File: src/rtl/buzzer_arbiter_pkg.sv
// ---------------------------------------------------------------------------
// buzzer_arbiter_pkg
// Shared definitions for the buzzer arbiter: source codes, FSM state codes,
// default tick counts and the duration/gap counter width.
// ---------------------------------------------------------------------------
package buzzer_arbiter_pkg;

  // Width of the shared duration/gap down-counter (longest sound is 60 ticks).
  localparam int CNT_W = 7;

  // Default durations, all in game_en ticks.
  localparam int PAD_TICKS_DEF  = 20;
  localparam int WALL_TICKS_DEF = 10;
  localparam int GOAL_TICKS_DEF = 60;
  localparam int GAP_TICKS_DEF  = 2;
  localparam int GOAL_SEG_DEF   = 4;

  // Sound sources; the encoding is visible on the src output port.
  typedef enum logic [1:0] {
    SRC_NONE = 2'd0,
    SRC_WALL = 2'd1,
    SRC_PAD  = 2'd2,
    SRC_GOAL = 2'd3
  } src_e;

  typedef enum logic [1:0] {
    ST_IDLE = 2'd0,
    ST_PLAY = 2'd1,
    ST_GAP  = 2'd2
  } state_e;

  // Counter load value for a duration of `ticks` ticks (counts down to zero).
  function automatic logic [CNT_W-1:0] ticks_to_load(input int ticks);
    return CNT_W'(ticks - 1);
  endfunction

endpackage

File: src/rtl/buzzer_arbiter_tick_downcounter.sv
// ---------------------------------------------------------------------------
// tick_downcounter
// Loadable down-counter with a decrement enable and a zero flag. Load has
// priority over decrement; decrement stops at zero.
//
// Ports:
//   clk, rst_n   clock, asynchronous active-low reset
//   load         load load_val this cycle
//   load_val     value to load
//   dec          decrement by one (ignored when loading or already zero)
//   count        current value
//   zero         count == 0
// ---------------------------------------------------------------------------
module tick_downcounter #(
  parameter int W = 7
) (
  input  logic         clk,
  input  logic         rst_n,
  input  logic         load,
  input  logic [W-1:0] load_val,
  input  logic         dec,
  output logic [W-1:0] count,
  output logic         zero
);

  // NOTE: sequential state uses non-blocking assignments so every register
  // samples the pre-edge values of its inputs, independent of block order.
  always_ff @(posedge clk or negedge rst_n) begin
    if (!rst_n) begin
      count <= '0;
    end else if (load) begin
      count <= load_val;
    end else if (dec && (count != '0)) begin
      count <= count - 1'b1;
    end
  end

  assign zero = (count == '0);

endmodule

File: src/rtl/buzzer_arbiter.sv
// ---------------------------------------------------------------------------
// buzzer_arbiter
// Shares the piezo buzzer between wall, paddle and goal sounds. One-cycle
// request pulses are latched as pending bits; the highest pending source
// (goal > pad > wall) plays for a fixed number of game_en ticks, followed by
// a short silent gap when another sound is waiting. A goal request preempts
// anything else and drops the interrupted/waiting pad and wall sounds. A
// request for the sound already playing restarts its duration. pause freezes
// timing and mutes the output; requests are still latched.
//
// Optional feature: define BUZZ_GOAL_MELODY_EN to make the goal sound
// alternate pad_tone / wall_tone every GOAL_SEG ticks (starting with
// pad_tone). Without it the goal sound is a steady pad_tone.
//
// Ports:
//   clk, rst_n   pixel clock, asynchronous active-low reset
//   game_en      one-cycle duration tick (~210 Hz)
//   pause        level, freezes state/counters and mutes the buzzer
//   wall_hit     request pulse, wall sound
//   pad_hit      request pulse, paddle sound
//   goal         request pulse, goal sound
//   pad_tone     low-pitch square wave
//   wall_tone    high-pitch square wave
//   buzzer       registered piezo drive
//   busy         high while playing or in the inter-sound gap
//   src          source now playing (0 none, 1 wall, 2 pad, 3 goal)
// ---------------------------------------------------------------------------
module buzzer_arbiter
  import buzzer_arbiter_pkg::*;
#(
  parameter int PAD_TICKS  = PAD_TICKS_DEF,
  parameter int WALL_TICKS = WALL_TICKS_DEF,
  parameter int GOAL_TICKS = GOAL_TICKS_DEF,
  parameter int GAP_TICKS  = GAP_TICKS_DEF,
  parameter int GOAL_SEG   = GOAL_SEG_DEF
) (
  input  logic       clk,
  input  logic       rst_n,
  input  logic       game_en,
  input  logic       pause,
  input  logic       wall_hit,
  input  logic       pad_hit,
  input  logic       goal,
  input  logic       pad_tone,
  input  logic       wall_tone,
  output logic       buzzer,
  output logic       busy,
  output logic [1:0] src
);

  state_e           state_q, state_d;
  src_e             src_q, src_d;
  logic [3:1]       pend_q, pend_d;
  logic [3:1]       req, req_eff, pend_clr, retrig_mask;
  logic             retrig, preempt, tick;
  logic             cnt_load, cnt_dec, cnt_zero;
  logic [CNT_W-1:0] cnt_val, cnt_unused;
  logic             seg_rst;
  logic             goal_tone, tone_sel;

  function automatic logic [CNT_W-1:0] load_for(input src_e s);
    unique case (s)
      SRC_WALL: return ticks_to_load(WALL_TICKS);
      SRC_PAD:  return ticks_to_load(PAD_TICKS);
      SRC_GOAL: return ticks_to_load(GOAL_TICKS);
      default:  return '0;
    endcase
  endfunction

  assign req  = {goal, pad_hit, wall_hit};
  assign tick = game_en & ~pause;

  tick_downcounter #(.W(CNT_W)) u_cnt (
    .clk      (clk),
    .rst_n    (rst_n),
    .load     (cnt_load),
    .load_val (cnt_val),
    .dec      (cnt_dec),
    .count    (cnt_unused),
    .zero     (cnt_zero)
  );

  // NOTE: every signal written below gets a default first, so no path leaves
  // one unassigned and no latch is inferred.
  always_comb begin
    state_d     = state_q;
    src_d       = src_q;
    pend_clr    = '0;
    cnt_load    = 1'b0;
    cnt_val     = '0;
    cnt_dec     = 1'b0;
    seg_rst     = 1'b0;
    retrig_mask = '0;

    // A request for the sound currently playing restarts it (even while paused).
    if (state_q == ST_PLAY) begin
      unique case (src_q)
        SRC_WALL: retrig_mask[1] = wall_hit;
        SRC_PAD:  retrig_mask[2] = pad_hit;
        SRC_GOAL: retrig_mask[3] = goal;
        default:  retrig_mask    = '0;
      endcase
    end
    retrig = |retrig_mask;

    // A goal (new or latched during pause) takes over unless goal already plays.
    preempt = (goal | pend_q[3]) & ~pause & ~((state_q == ST_PLAY) && (src_q == SRC_GOAL));

    req_eff = req & ~retrig_mask;

    if (preempt) begin
      state_d  = ST_PLAY;
      src_d    = SRC_GOAL;
      cnt_load = 1'b1;
      cnt_val  = load_for(SRC_GOAL);
      pend_clr = '1;
      req_eff  = '0;
      seg_rst  = 1'b1;
    end else if (retrig) begin
      cnt_load = 1'b1;
      cnt_val  = load_for(src_q);
      seg_rst  = (src_q == SRC_GOAL);
    end else if (!pause) begin
      unique case (state_q)
        ST_IDLE: begin
          // Selection looks only at already-latched bits; same-cycle requests
          // wait for the next round.
          if (pend_q[2]) begin
            state_d     = ST_PLAY;
            src_d       = SRC_PAD;
            pend_clr[2] = 1'b1;
            cnt_load    = 1'b1;
            cnt_val     = load_for(SRC_PAD);
          end else if (pend_q[1]) begin
            state_d     = ST_PLAY;
            src_d       = SRC_WALL;
            pend_clr[1] = 1'b1;
            cnt_load    = 1'b1;
            cnt_val     = load_for(SRC_WALL);
          end
        end
        ST_PLAY: begin
          if (tick) begin
            if (!cnt_zero) begin
              cnt_dec = 1'b1;
            end else if ((pend_q | req_eff) != '0) begin
              state_d  = ST_GAP;
              src_d    = SRC_NONE;
              cnt_load = 1'b1;
              cnt_val  = ticks_to_load(GAP_TICKS);
            end else begin
              state_d = ST_IDLE;
              src_d   = SRC_NONE;
            end
          end
        end
        ST_GAP: begin
          if (tick) begin
            if (!cnt_zero) cnt_dec = 1'b1;
            else           state_d = ST_IDLE;
          end
        end
        default: state_d = ST_IDLE;
      endcase
    end

    pend_d = (pend_q & ~pend_clr) | req_eff;
  end

  always_ff @(posedge clk or negedge rst_n) begin
    if (!rst_n) begin
      state_q <= ST_IDLE;
      src_q   <= SRC_NONE;
      pend_q  <= '0;
    end else begin
      state_q <= state_d;
      src_q   <= src_d;
      pend_q  <= pend_d;
    end
  end

`ifdef BUZZ_GOAL_MELODY_EN
  logic [CNT_W-1:0] seg_q;
  logic             phase_q;

  // Counts goal ticks within a segment; phase 0 plays pad_tone, 1 wall_tone.
  always_ff @(posedge clk or negedge rst_n) begin
    if (!rst_n) begin
      seg_q   <= '0;
      phase_q <= 1'b0;
    end else if (seg_rst) begin
      seg_q   <= '0;
      phase_q <= 1'b0;
    end else if ((state_q == ST_PLAY) && (src_q == SRC_GOAL) && tick) begin
      if (seg_q == CNT_W'(GOAL_SEG - 1)) begin
        seg_q   <= '0;
        phase_q <= ~phase_q;
      end else begin
        seg_q <= seg_q + 1'b1;
      end
    end
  end

  assign goal_tone = phase_q ? wall_tone : pad_tone;
`else
  logic seg_rst_unused;
  assign seg_rst_unused = seg_rst;
  assign goal_tone      = pad_tone;
`endif

  always_comb begin
    tone_sel = 1'b0;
    unique case (src_q)
      SRC_WALL: tone_sel = wall_tone;
      SRC_PAD:  tone_sel = pad_tone;
      SRC_GOAL: tone_sel = goal_tone;
      default:  tone_sel = 1'b0;
    endcase
  end

  always_ff @(posedge clk or negedge rst_n) begin
    if (!rst_n) buzzer <= 1'b0;
    else        buzzer <= (state_q == ST_PLAY) && !pause && tone_sel;
  end

  assign busy = (state_q != ST_IDLE);
  assign src  = src_q;

endmodule
File: config.mk
export PLATFORM = sky130hd
export DESIGN_NAME = buzzer_arbiter
export DESIGN_NICKNAME = d
export VERILOG_FILES = /design/src/rtl/buzzer_arbiter_pkg.sv /design/src/rtl/buzzer_arbiter_tick_downcounter.sv /design/src/rtl/buzzer_arbiter.sv
export SDC_FILE = /design/constraint.sdc
export NUM_CORES = 1
export LEC_CHECK = 0
export CAP_MARGIN = 20
export CORE_MARGIN = 4
export CORE_UTILIZATION = 49
export DETAILED_ROUTE_END_ITERATION = 6
export GPL_ROUTABILITY_DRIVEN = 0
export GPL_TIMING_DRIVEN = 0
export PLACE_DENSITY = 0.82
export SKIP_CTS_REPAIR_TIMING = 1
export SYNTH_ARGS = -nofsm -noshare
export SYNTH_HDL_FRONTEND = slang
export SYNTH_SLANG_ARGS = --single-unit
File: constraint.sdc
create_clock -name clk -period 2 [get_ports clk]
set_input_delay 0.4 -clock clk [delete_from_list [all_inputs] [get_ports clk]]
set_output_delay 0.4 -clock clk [all_outputs]
set_load 0.02 [all_outputs]
==> impl_metrics.tcl <==
set metrics [dict create \
    run_status "finished with violations" \
    violations "setup timing" \
    wire_per_inst_microns 15.2 \
    core-area_sq_um 2020 \
    synth_area_sq_um 1070 \
    muxShareOfSynthArea 0.0187 \
    final_antenna_net_count 0 \
    synthTopCellsByArea "dfrtp_1 (35%), ha_1 (5.8%), a21oi_1 (3.3%)" \
    die_area_sq_um 3000 \
    rsz0062_at_grt "true" \
    r2r-start "u_cnt.count[1]$_DFFE_PN0P_" \
    hold_class "input pin to async pin" \
    ys_warn_count 0 \
    drc 0 \
    fin_crit_sh 1.15 \
    crit_path_end_kind "register" \
    hold_viol_final 0 \
    dpl_worst_slack_ps -363 \
    syn_nets 135 \
    ys_seq_elements 15 \
    synth_area_per_cell_sq_um 8.85 \
    diodes 0 \
    clock-root-buffer "clkbuf_4" \
    dr.pass1.iters 4 \
    die_y_microns 54.8 \
    synth_top_area_frac 0.350 \
    total_power_mw 1.84 \
    period_minus_slack_ps 2300 \
    ir_drop_mv 0.683 \
    synthXorXnorAreaFrac 0.0409 \
    start_util 0.530 \
    synthAdderAreaFrac 0.0584 \
    max-cap-violations 0 \
    yosys.area.top_type "dfrtp_1" \
    cp_max_fo 5 \
    criticalPathCategory "register to register" \
    area_delta_synth_final_pct 19.6 \
    synth_edf_count 0 \
    tightest_slew_ps 701 \
    htreeDepth 1 \
    drive_gt1_frac 0.129 \
    required_ps 2180 \
    clock_latency_ps 300 \
    max_slew_margin 0.532 \
    dr_total_vias 989 \
    start_kind "register" \
    filler_cell_count 168 \
    synth-simple-area-share 0.277 \
    startpoint "u_cnt.count[1]$_DFFE_PN0P_" \
    clk_pin_slew_ps 90 \
    wirelength_microns 2520 \
    numClockSinks 15 \
    timing.final.ws_setup_ps -296 \
    synth_top_family_by_area "simple AND/OR/NAND/NOR gates" \
    power.leakage_nw 0.538 \
    place_hpwl_microns 1880 \
    final-setup-viol-count 11 \
    async_flop_share 1.00 \
    yosysSeqAreaShare 0.350 \
    cts_buffers 3 \
    io_buffers 12 \
    ys_types 43 \
    antenna_found_initial 0 \
    io_pins 13 \
    grt.overflow.total 0 \
    final_cell_mix "dfrtp_1 (15), clkdlybuf4s50_1 (11), nand2_1 (9), nor2_1 (9)" \
    drv_slew 0 \
    first_iter_violations 36 \
    fmax_mhz 435 \
    grt_pass1_wl_microns 4150 \
    via_per_inst 5.96 \
    cp_data_arrival_time_ps 2470 \
    synth-compound-area-share 0.211 \
    clock_skew_ps 4.16 \
    synthCells 121 \
    tritoncts "done" \
    layout_commonest_cell "dfrtp_1" \
    cts_max_path_buffers 2 \
    grt_max_degree 16 \
    fp.dieW_microns 54.8 \
    track_usage 0.192 \
    grt_pass1_vias 990 \
    layout.nets 154 \
    synth_flop_cell "dfrtp_1" \
    cellPowerDensity_nw_per_um2 1430 \
    final_core_util 0.634 \
    fp-row-count 16 \
]
[logic make-up (layout without fill, tap and decap cells)]
kind of cell               count (synthesis)  in the layout
and+or+nand+nor                           53             53
muxes                                      2              2
adders and majority gates                  5              5
buffers and inverters                     12             30
DFF                                       15             15
xor gates and xnor gates                   5              5
AOI/OAI and AO/OA                         29             29
[through the flow]
| stage | cell area (sq um) | instances | setup TNS [ps] | hold slack (ps) |
|---|---|---|---|---|
| 4_1_cts | 1250 | 164 | -3040 | 540 |
| 3_3_place_gp | 1220 | 160 | -2460 | 524 |
| 3_5_place_dp | 1220 | 160 | -2760 | 538 |
| 5_1_grt | 1280 | 166 | -3430 | 566 |
| 6_report | 1280 | 166 | -2490 | 515 |
| 2_1_floorplan | 1070 | 121 | -1250 | 104 |
[registers in the layout, indices dropped and copies added, names as in the netlist]
register	cells
u_cnt.count	7
pend_q	3
src	2
buzzer	1
state_q	2
[cells in the mapped netlist (2+ instances only)]
library cell  count
dfrtp_1          15
nand2b_1          2
or3_1             3
a21oi_1           7
mux2i_1           2
inv_1             8
xnor2_1           2
o22a_1            3
nor3_1            7
clkbuf_1          3
and2_1            2
ha_1              5
or4b_4            2
nor2_1            9
nand2_1           9
xor2_1            3
o21ai_0           6
nand3_1           6
nand4_1           3
[area by class of cell]
class                           instances  area (sq um)  share of cell area
Clock buffer                            4          26.3              0.0205
Tap cell                               27          33.8              0.0264
Inverter                                8          30.0              0.0234
Sequential cell                        15           375               0.293
Timing Repair Buffer                   14           138               0.107
Multi-Input combinational cell         94           662               0.517
Buffer                                  4          16.3              0.0127
[power breakdown]
| group | switching [mW] | internal, mW | total, mW |
|---|---|---|---|
| clock | 0.107 | 0.0779 | 0.185 |
| sequential | 0.0993 | 0.424 | 0.524 |
| combinational | 0.651 | 0.476 | 1.13 |
[metal layers]
metal,up-vias,part of all wire,GRT usage
met2,46,0.50,0.325
met4,0,0.012,0.0871
met5,-,0,0
met1,462,0.42,0.240
li1,478,-,-
met3,3,0.072,0.0245
[worst paths after layout]
| check | to | slack, ps | cells after the start |
|---|---|---|---|
| max | u_cnt.count[5]$_DFFE_PN0P_ | -300 | 7 |
| min | u_cnt.count[4]$_DFFE_PN0P_ | 510 | 1 |
| max reg2reg | u_cnt.count[5]$_DFFE_PN0P_ | -300 | 7 |
| min reg2reg | state_q[1]$_DFFE_PN0P_ | 550 | 2 |
| max in group asynchronous | u_cnt.count[3]$_DFFE_PN0P_ | 1040 | 1 |
| min in group clk | state_q[1]$_DFFE_PN0P_ | 550 | 2 |
[worst max-delay path, cell delays in order, from the launching register on]
cell      delay [ps]
dfrtp_1          420
inv_2             70
ha_1             130
or4b_4           490
or4b_4           520
a41oi_4          260
or2_4            210
a211oi_2          70
Note: power is estimated with default switching activity, not from simulation.
